**src/rtl/io_port_controller_if.sv**
```systemverilog
// io_port_controller_if: cpu port, tx device and rx device signals of io_port_controller.
interface io_port_controller_if;
    logic [7:0] cpu_data_in;
    logic       cpu_write;
    logic [7:0] cpu_data_out;
    logic       rx_irq;
    logic [7:0] tx_data;
    logic       tx_valid;
    logic       tx_ready;
    logic [7:0] rx_data;
    logic       rx_valid;
    logic       rx_ready;
    logic       tx_full;
    logic       tx_overflow;

    modport slave (
        input  cpu_data_in, cpu_write, tx_ready, rx_data, rx_valid,
        output cpu_data_out, rx_irq, tx_data, tx_valid, rx_ready, tx_full, tx_overflow
    );

    modport master (
        output cpu_data_in, cpu_write, tx_ready, rx_data, rx_valid,
        input  cpu_data_out, rx_irq, tx_data, tx_valid, rx_ready, tx_full, tx_overflow
    );
endinterface

```
**src/rtl/io_port_controller.sv**
```systemverilog
// io_port_controller: buffered cpu OUT -> device tx FIFO and throttled device -> cpu IN capture with irq.
module io_port_controller #(
    parameter int DEPTH       = 4,
    parameter int HOLD_CYCLES = 8
) (
    input logic                 clk,
    input logic                 async_nreset,
    io_port_controller_if.slave bus
);
    localparam int AW = $clog2(DEPTH);
    localparam int HW = $clog2(HOLD_CYCLES + 1);

    typedef enum logic {IDLE, HOLD} state_e;

    logic [7:0]    mem_q [DEPTH];
    logic [AW-1:0] wr_q, rd_q;
    logic [AW:0]   cnt_q, cnt_d;
    logic          ovf_q;
    logic          push, pop;
    logic [7:0]    dout_q;
    logic          irq_q, rdy_q;
    state_e        state_q;
    logic [HW-1:0] hold_q;

    // a pop frees a slot in the same cycle, so a full FIFO still accepts a write then
    always_comb begin
        pop   = (cnt_q != '0) && bus.tx_ready;
        push  = bus.cpu_write && ((cnt_q != (AW+1)'(DEPTH)) || pop);
        cnt_d = cnt_q + (AW+1)'(push) - (AW+1)'(pop);
    end

    always_ff @(posedge clk or negedge async_nreset) begin
        if (!async_nreset) begin
            for (int i = 0; i < DEPTH; i++) mem_q[i] <= '0;
            wr_q  <= '0;
            rd_q  <= '0;
            cnt_q <= '0;
            ovf_q <= 1'b0;
        end else begin
            if (push) mem_q[wr_q] <= bus.cpu_data_in;
            wr_q  <= wr_q + AW'(push);
            rd_q  <= rd_q + AW'(pop);
            cnt_q <= cnt_d;
            ovf_q <= ovf_q | (bus.cpu_write & ~push);
        end
    end

    always_ff @(posedge clk or negedge async_nreset) begin
        if (!async_nreset) begin
            state_q <= IDLE;
            dout_q  <= '0;
            irq_q   <= 1'b0;
            rdy_q   <= 1'b1;
            hold_q  <= '0;
        end else if (state_q == IDLE) begin
            irq_q <= bus.rx_valid;
            if (bus.rx_valid) begin
                dout_q  <= bus.rx_data;
                hold_q  <= HW'(HOLD_CYCLES);
                rdy_q   <= 1'b0;
                state_q <= HOLD;
            end
        end else begin
            irq_q  <= 1'b0;
            hold_q <= hold_q - HW'(1);
            if (hold_q == HW'(1)) begin
                rdy_q   <= 1'b1;
                state_q <= IDLE;
            end
        end
    end

    assign bus.tx_valid     = (cnt_q != '0);
    assign bus.tx_data      = mem_q[rd_q];
    assign bus.tx_full      = (cnt_q == (AW+1)'(DEPTH));
    assign bus.tx_overflow  = ovf_q;
    assign bus.cpu_data_out = dout_q;
    assign bus.rx_irq       = irq_q;
    assign bus.rx_ready     = rdy_q;
endmodule

```
**src/flat_wrapper.sv**
```systemverilog
// flat-port wrapper written by rule: the top's interface ports become plain ports
module io_port_controller_flat 
#(
    parameter int DEPTH       = 4,
    parameter int HOLD_CYCLES = 8
)
  (clk, async_nreset, bus_cpu_data_in, bus_cpu_write, bus_tx_ready, bus_rx_data, bus_rx_valid, bus_cpu_data_out, bus_rx_irq, bus_tx_data, bus_tx_valid, bus_rx_ready, bus_tx_full, bus_tx_overflow);
  io_port_controller_if bus_i ();
  input logic clk;
  input logic async_nreset;
  input wire logic [$bits(bus_i.cpu_data_in)-1:0] bus_cpu_data_in;
  input wire logic [$bits(bus_i.cpu_write)-1:0] bus_cpu_write;
  input wire logic [$bits(bus_i.tx_ready)-1:0] bus_tx_ready;
  input wire logic [$bits(bus_i.rx_data)-1:0] bus_rx_data;
  input wire logic [$bits(bus_i.rx_valid)-1:0] bus_rx_valid;
  output wire logic [$bits(bus_i.cpu_data_out)-1:0] bus_cpu_data_out;
  output wire logic [$bits(bus_i.rx_irq)-1:0] bus_rx_irq;
  output wire logic [$bits(bus_i.tx_data)-1:0] bus_tx_data;
  output wire logic [$bits(bus_i.tx_valid)-1:0] bus_tx_valid;
  output wire logic [$bits(bus_i.rx_ready)-1:0] bus_rx_ready;
  output wire logic [$bits(bus_i.tx_full)-1:0] bus_tx_full;
  output wire logic [$bits(bus_i.tx_overflow)-1:0] bus_tx_overflow;
  assign bus_i.cpu_data_in = bus_cpu_data_in;
  assign bus_i.cpu_write = bus_cpu_write;
  assign bus_i.tx_ready = bus_tx_ready;
  assign bus_i.rx_data = bus_rx_data;
  assign bus_i.rx_valid = bus_rx_valid;
  assign bus_cpu_data_out = bus_i.cpu_data_out;
  assign bus_rx_irq = bus_i.rx_irq;
  assign bus_tx_data = bus_i.tx_data;
  assign bus_tx_valid = bus_i.tx_valid;
  assign bus_rx_ready = bus_i.rx_ready;
  assign bus_tx_full = bus_i.tx_full;
  assign bus_tx_overflow = bus_i.tx_overflow;
  io_port_controller #(.DEPTH(DEPTH), .HOLD_CYCLES(HOLD_CYCLES)) u_core (.clk(clk), .async_nreset(async_nreset), .bus(bus_i));
endmodule
```
**config.mk**
```make
export PLATFORM = sky130hd
export DESIGN_NAME = io_port_controller_flat
export DESIGN_NICKNAME = d
export VERILOG_FILES = /design/src/rtl/io_port_controller_if.sv /design/src/rtl/io_port_controller.sv /design/src/flat_wrapper.sv
export SDC_FILE = /design/constraint.sdc
export NUM_CORES = 1
export LEC_CHECK = 0
export ABC_CLOCK_PERIOD_IN_PS = 5900
export CAP_MARGIN = 40
export CORE_AREA = 5 5 72 74
export DETAILED_ROUTE_END_ITERATION = 8
export DIE_AREA = 0 0 77 79
export PLACE_DENSITY = 0.9
export SKIP_LAST_GASP = 1
export SYNTH_ARGS = -nofsm -noshare
export SYNTH_HDL_FRONTEND = slang
export SYNTH_SLANG_ARGS = --single-unit
```
**constraint.sdc**
```tcl
create_clock -name clk -period 5.9 [get_ports clk]
set_input_delay 1.18 -clock clk [delete_from_list [all_inputs] [get_ports clk]]
set_output_delay 1.18 -clock clk [all_outputs]
set_load 0.01 [all_outputs]
```
Yosys cells after proc, flatten, opt, wreduce, memory -nomap -nowiden
Index checks and enable logic that the tools add are counted.
{ "classes": {"add_sub_neg": 5, "magnitude_cmp": 3, "eq_ne": 4, "mux": 15, "bitwise": 6, "n_reduce_logical": 8} }
{ "ops": {"columns": ["cell", "count"], "rows": [
  ["bitwise mux 32 bit", 1],
  ["2-to-1 mux 8 bit", 3],
  ["binary-select mux 8 bit (select 2 bit)", 1],
  ["demux 8 bit (select 2 bit)", 1],
  ["2-to-1 mux 4 bit", 2],
  ["2-to-1 mux 1 bit", 7],
  [">= comparator 3 bit, second input constant", 2],
  ["inverter 2 -> 3 bit", 2],
  ["adder 2 x 1 -> 2 bit", 2],
  ["== test 4 x 1 -> 1 bit, second input constant", 1],
  ["AND reduction 2 bit", 2],
  ["subtractor 4 x 1 -> 4 bit, second input constant", 1],
  ["adder 3 x 1 -> 3 bit", 1],
  ["== test 3 bit, second input constant", 1],
  ["logical AND 1 bit", 3],
  ["< comparator 3 x 1 -> 1 bit, second input constant", 1],
  ["inequality test 3 bit, second input constant", 1],
  ["nonzero test 3 bit", 1],
  ["subtractor 3 x 1 -> 3 bit", 1],
  ["inequality test 2 bit, second input constant", 1],
  ["inverter 1 bit", 2],
  ["nonzero test 2 bit", 1],
  ["bitwise AND 1 bit", 1],
  ["logical OR 1 bit", 1],
  ["OR 1 bit", 1]
]} }
{ "word_totals": {"register_bits": 55, "input_bits": 21, "out_inout_bits": 21} }

Depth between registers and ports, before layout
{ "logic_depth": {"depth_word": 7, "depth_mapped": 8} }

Least setup slack after synthesis
Ideal clock, no wire load.
{ "synth_path": {"path_type": "in2reg", "start": "in bus_tx_ready", "end": "reg u_core.cnt_q[2]", "setup_time_ns": 0.123, "t_arrival_ns": 2.438, "required_ns": 5.777, "slack_ns": 3.339, "stages": 6, "cell_sequence": "nor4b_4 > nor2b_1 > ha_1 > fa_1 > xnor2_1 > xnor2_1"} }
{ "synth_between": {"elab_chain_cells": 5} }
{ "synth_rtl": {"columns": ["element", "line_no", "rtl"], "rows": [
  ["from (decl)", "flat_wrapper.sv:13", "input wire logic [$bits(bus_i.tx_ready)-1:0] bus_tx_ready;"],
  ["logical AND 1 bit (*)", "io_port_controller.sv:27", "pop = (cnt_q != '0) && bus.tx_ready;"],
  ["logical OR 1 bit", "io_port_controller.sv:28", "push = bus.cpu_write && ((cnt_q != (AW+1)'(DEPTH)) || pop);"],
  ["logical AND 1 bit", "io_port_controller.sv:28", null],
  ["adder 3 x 1 -> 3 bit", "io_port_controller.sv:29", "cnt_d = cnt_q + (AW+1)'(push) - (AW+1)'(pop);"],
  ["subtractor 3 x 1 -> 3 bit (*)", "io_port_controller.sv:29", null],
  ["net u_core.cnt_d[2]", "io_port_controller.sv:17", "logic [AW:0] cnt_q, cnt_d;"],
  ["to (signal assigned)", "io_port_controller.sv:43", "cnt_q <= cnt_d;"],
  ["to (decl)", "io_port_controller.sv:17", null]
]} }
The timed path passes the listed nets; every way through them passes the cells marked *.
A chain may end at the register's enable or synchronous reset.

Worst setup path in the final report
{ "layout_path": {"start": "reg u_core.rd_q[0]", "end": "out bus_tx_data[4]"} }
{ "layout_between": {"elab_chain_cells": 4} }
{ "layout_rtl": {"columns": ["element", "line_no", "rtl"], "rows": [
  ["from (decl)", "io_port_controller.sv:16", "logic [AW-1:0] wr_q, rd_q;"],
  ["from (signal assigned)", "io_port_controller.sv:42", "rd_q <= rd_q + AW'(pop);"],
  ["inverter 2 -> 3 bit (implied by the code)", "io_port_controller.sv:74", "assign bus.tx_data = mem_q[rd_q];"],
  ["binary-select mux 8 bit (select 2 bit)", "io_port_controller.sv:74", null],
  ["2-to-1 mux 8 bit (implied by the code) (2 in a row)", "io_port_controller.sv:74", null],
  ["to (decl)", "flat_wrapper.sv:18", "output wire logic [$bits(bus_i.tx_data)-1:0] bus_tx_data;"]
]} }
No other way between the ends. The select of a mux whose other input is x is not followed.

==> impl_metrics.csv <==
group,metric,value,unit
layout,synthToLayoutAreaGrowth,22.73,%
setup_path,crit_type,"register to primary output",
drt,finalWirelength,4.228,mm
power_and_ir_drop,internal_power,1.175,mW
global_route,overflow,0,
placement,gp_congestion,0.7714,
power_and_ir_drop,p_per_area,565.5,mW/mm2
layout,nets,229,
layout,diodes,0,
yosys,ys.flop_type,"dfrtp_1",
global_route,antenna_found_initial,0,
outcome,status,"complete, no violations",
power_and_ir_drop,peakVddDrop,0.0003269,V
floorplanning,core,0.004536,mm2
run,drv_cap,0,
floorplanning,fp-row-count,25,
placement,dp_hpwl,3.112,mm
power_and_ir_drop,switching_share,30.56,%
layout,drive_gt1_share,31.19,%
global_route,first_global_vias,1573,
setup_path,required,4720,ps
yosys,synth.most_common_cell,"dfrtp_1",
yosys,async_reset_ff_share,100.0,%
global_route,grt_max_degree,56,
yosys,synth_top_area_share,55.41,%
yosys,syn_inst,157,
setup_path,critPathTopFamily,"flip-flops",
power_and_ir_drop,p_seq_share,42.7,%
floorplanning,start_util,53.77,%
cts,htreeDepth,2,
cts,numCtsBuffers,5,
yosys,ys_ff_latch,55,
timing,setup_viol,0,
floorplanning,fp.dieArea,0.006083,mm2
setup_path,cp_slowest_stage_delay,720,ps
timing,setup_tns,0,ps
power_and_ir_drop,finalPower,1.692,mW
cts,cts_root_buf,"clkbuf_8",
drt,vias,1395,
setup_path,worstPathMaxFanout,9,
timing,worst_slew_pin_slew,739.9,ps
setup_path,cp_cell_sequence,"mux4_2 > clkdlybuf4s50_1",
cts,insertion_delay,300,ps
global_route,grtUsageTotal,15.87,%
yosys,seq_area_frac_synth,56.49,%
cts,cts_hold_buffers,0,
timing,rsz0062_at_grt,"false",
yosys,synth_top_area_cell,"dfrtp_1",
yosys,ys_types,32,
cts,cts_tree,"done",
cts,cts_setup_buffers,0,
yosys,synth_area_leaders,"dfrtp_1 55%, mux2_2 15%, mux4_2 7.4%",
timing,hold_viol_final,0,
timing,fin_crit_sh,55.77,%
cts,clock_sinks,55,
placement,port_buffers,41,
floorplanning,die_h,79,um
setup_path,critPathBufInv,1,
yosys,ys_warn_count,0,
drt,vias_per_cell,5.449,
yosys,syn_avg_cell_area,15.53,um2
power_and_ir_drop,p_sw,0.5171,mW
setup_path,start_kind,"register",
timing,slew-limit-headroom,50.57,%
floorplanning,die_w,77,um
cts,cts_resized,0,
power_and_ir_drop,combPwrFrac,44.4,%
timing,max_freq,303.9,MHz
hold_path,hold_path_class,"register to register",
timing,drv_slew,0,
global_route,grt_pass1_wl,7.603,mm
drt,postRouteAntennaNets,0,
drt,drc,0,
drt,firstDrtPassIters,4,
power_and_ir_drop,p_leak,1.297,nW
drt,wire_per_inst,16.52,um
yosys,netlist_area,0.002439,mm2
layout,fillers,319,
yosys,synth_edf_count,0,
yosys,synth_nets,185,
setup_path,arrival,2110,ps
drt,drt_iter0_markers,55,
yosys,synth_common_cells,"54 x dfrtp_1, 32 x mux2_2, 8 x inv_1, 8 x mux2_4, 8 x mux4_2",
floorplanning,num_io_pins,42,
setup_path,slowest_stage,"dfrtp_1",
setup_path,cp-end-kind,"primary output",
timing,period_needed,3290,ps
cts,clk_pin_slew,90,ps
timing,clock_skew,6.681,ps
cts,clockBufferDepth,2,
power_and_ir_drop,power_frac_clock,13.0,%
logic make-up (layout without fill, tap and decap cells):
family	after synthesis	after routing	share of synthesized area, %
multiplexers	48	48	27.09
XOR/XNOR	5	5	1.796
AO/OA/AOI/OAI	9	9	2.207
AND/OR/NAND/NOR	19	19	5.901
buffers and inverters	14	59	2.617
adder cells (fa/ha/maj)	7	7	3.899
flip-flops	55	55	56.49
state kept, by name, summed over array words and instances, names as in the netlist:
name / flops
u_core.bus.rx_ready: 1
u_core.cnt_q: 3
u_core.mem_q: 32
u_core.state_q: 1
u_core.wr_q: 2
u_core.hold_q: 4
u_core.bus.tx_overflow: 1
u_core.rd_q: 2
u_core.bus.cpu_data_out: 8
u_core.bus.rx_irq: 1
routing by layer:
| metal | track usage (%) | up-vias | part of all wire, % |
|---|---|---|---|
| li1 | - | 649 | - |
| met1 | 19.21 | 722 | 42 |
| met2 | 27.59 | 19 | 53 |
| met3 | 4.308 | 5 | 3.5 |
| met4 | 5.155 | 0 | 1.4 |
| met5 | 0 | - | 0 |
layout make-up:
class / instances / area [um2] / area share (%)
Multi-Input combinational cell: 88 / 997.2 / 33.32
Inverter: 8 / 30.03 / 1.003
Clock buffer: 8 / 100.1 / 3.344
Tap cell: 54 / 67.56 / 2.258
Sequential cell: 55 / 1378 / 46.03
Timing Repair Buffer: 43 / 420.4 / 14.05
cells in the final DEF, fill, tap and decap left out, types with 2 or more instances in the layout:
cell	Yosys	layout
a21oi_1	2	2
buf_4	0	2
clkbuf_8	0	7
clkdlybuf4s50_1	0	40
dfrtp_1	54	54
ha_1	6	6
inv_1	8	8
mux2_2	32	32
mux2_4	8	8
mux4_2	8	8
nand2_1	2	2
nor2b_1	3	3
nor3_1	3	3
o21ai_0	4	4
xnor2_1	3	3
xor2_1	2	2
power groups by stage:
| stage | clock [mW] | combinational (mW) | sequential, mW |
|---|---|---|---|
| after global placement | 0 | 0.743 | 0.718 |
| final | 0.220 | 0.751 | 0.722 |
| after CTS | 0.228 | 0.766 | 0.725 |
| after floorplan | 0 | 0.505 | 0.679 |
| after global routing | 0.243 | 0.822 | 0.755 |
| after detailed placement | 0 | 0.766 | 0.732 |
final timing paths:
| kind | startpoint | endpoint | slack [ps] | cells past startpoint |
|---|---|---|---|---|
| max in group asynchronous | async_nreset | u_core.mem_q[7]$_DFFE_PN0P_ | 4460 | 2 |
| min in group asynchronous | async_nreset | u_core.bus.cpu_data_out[1]$_DFFE_PN0P_ | 990 | 2 |
| worst min-delay path | u_core.bus.tx_overflow$_DFF_PN0_ | u_core.bus.tx_overflow$_DFF_PN0_ | 470 | 1 |
| worst min register to register | u_core.bus.tx_overflow$_DFF_PN0_ | u_core.bus.tx_overflow$_DFF_PN0_ | 470 | 1 |
| worst max-delay path | u_core.rd_q[0]$_DFF_PN0_ | bus_tx_data[4] | 2610 | 2 |
| worst max register to register | u_core.cnt_q[1]$_DFF_PN0_ | u_core.cnt_q[2]$_DFF_PN0_ | 3640 | 8 |
per-stage QoR:
stage                     util [%]  hold slack, ps  instance area, um2  instances  worst slack (ps)
after floorplan                  -           473.1                2439        157              3339
after global placement       63.78           448.5                2893        248              2795
after detailed placement     63.78           454.8                2893        248              2745
after CTS                    65.99           476.1                2993        256              2558
after global routing         65.99           519.9                2993        256              2461
final                        65.99           472.8                2993        256              2610
(Power assumes the default switching activity.)
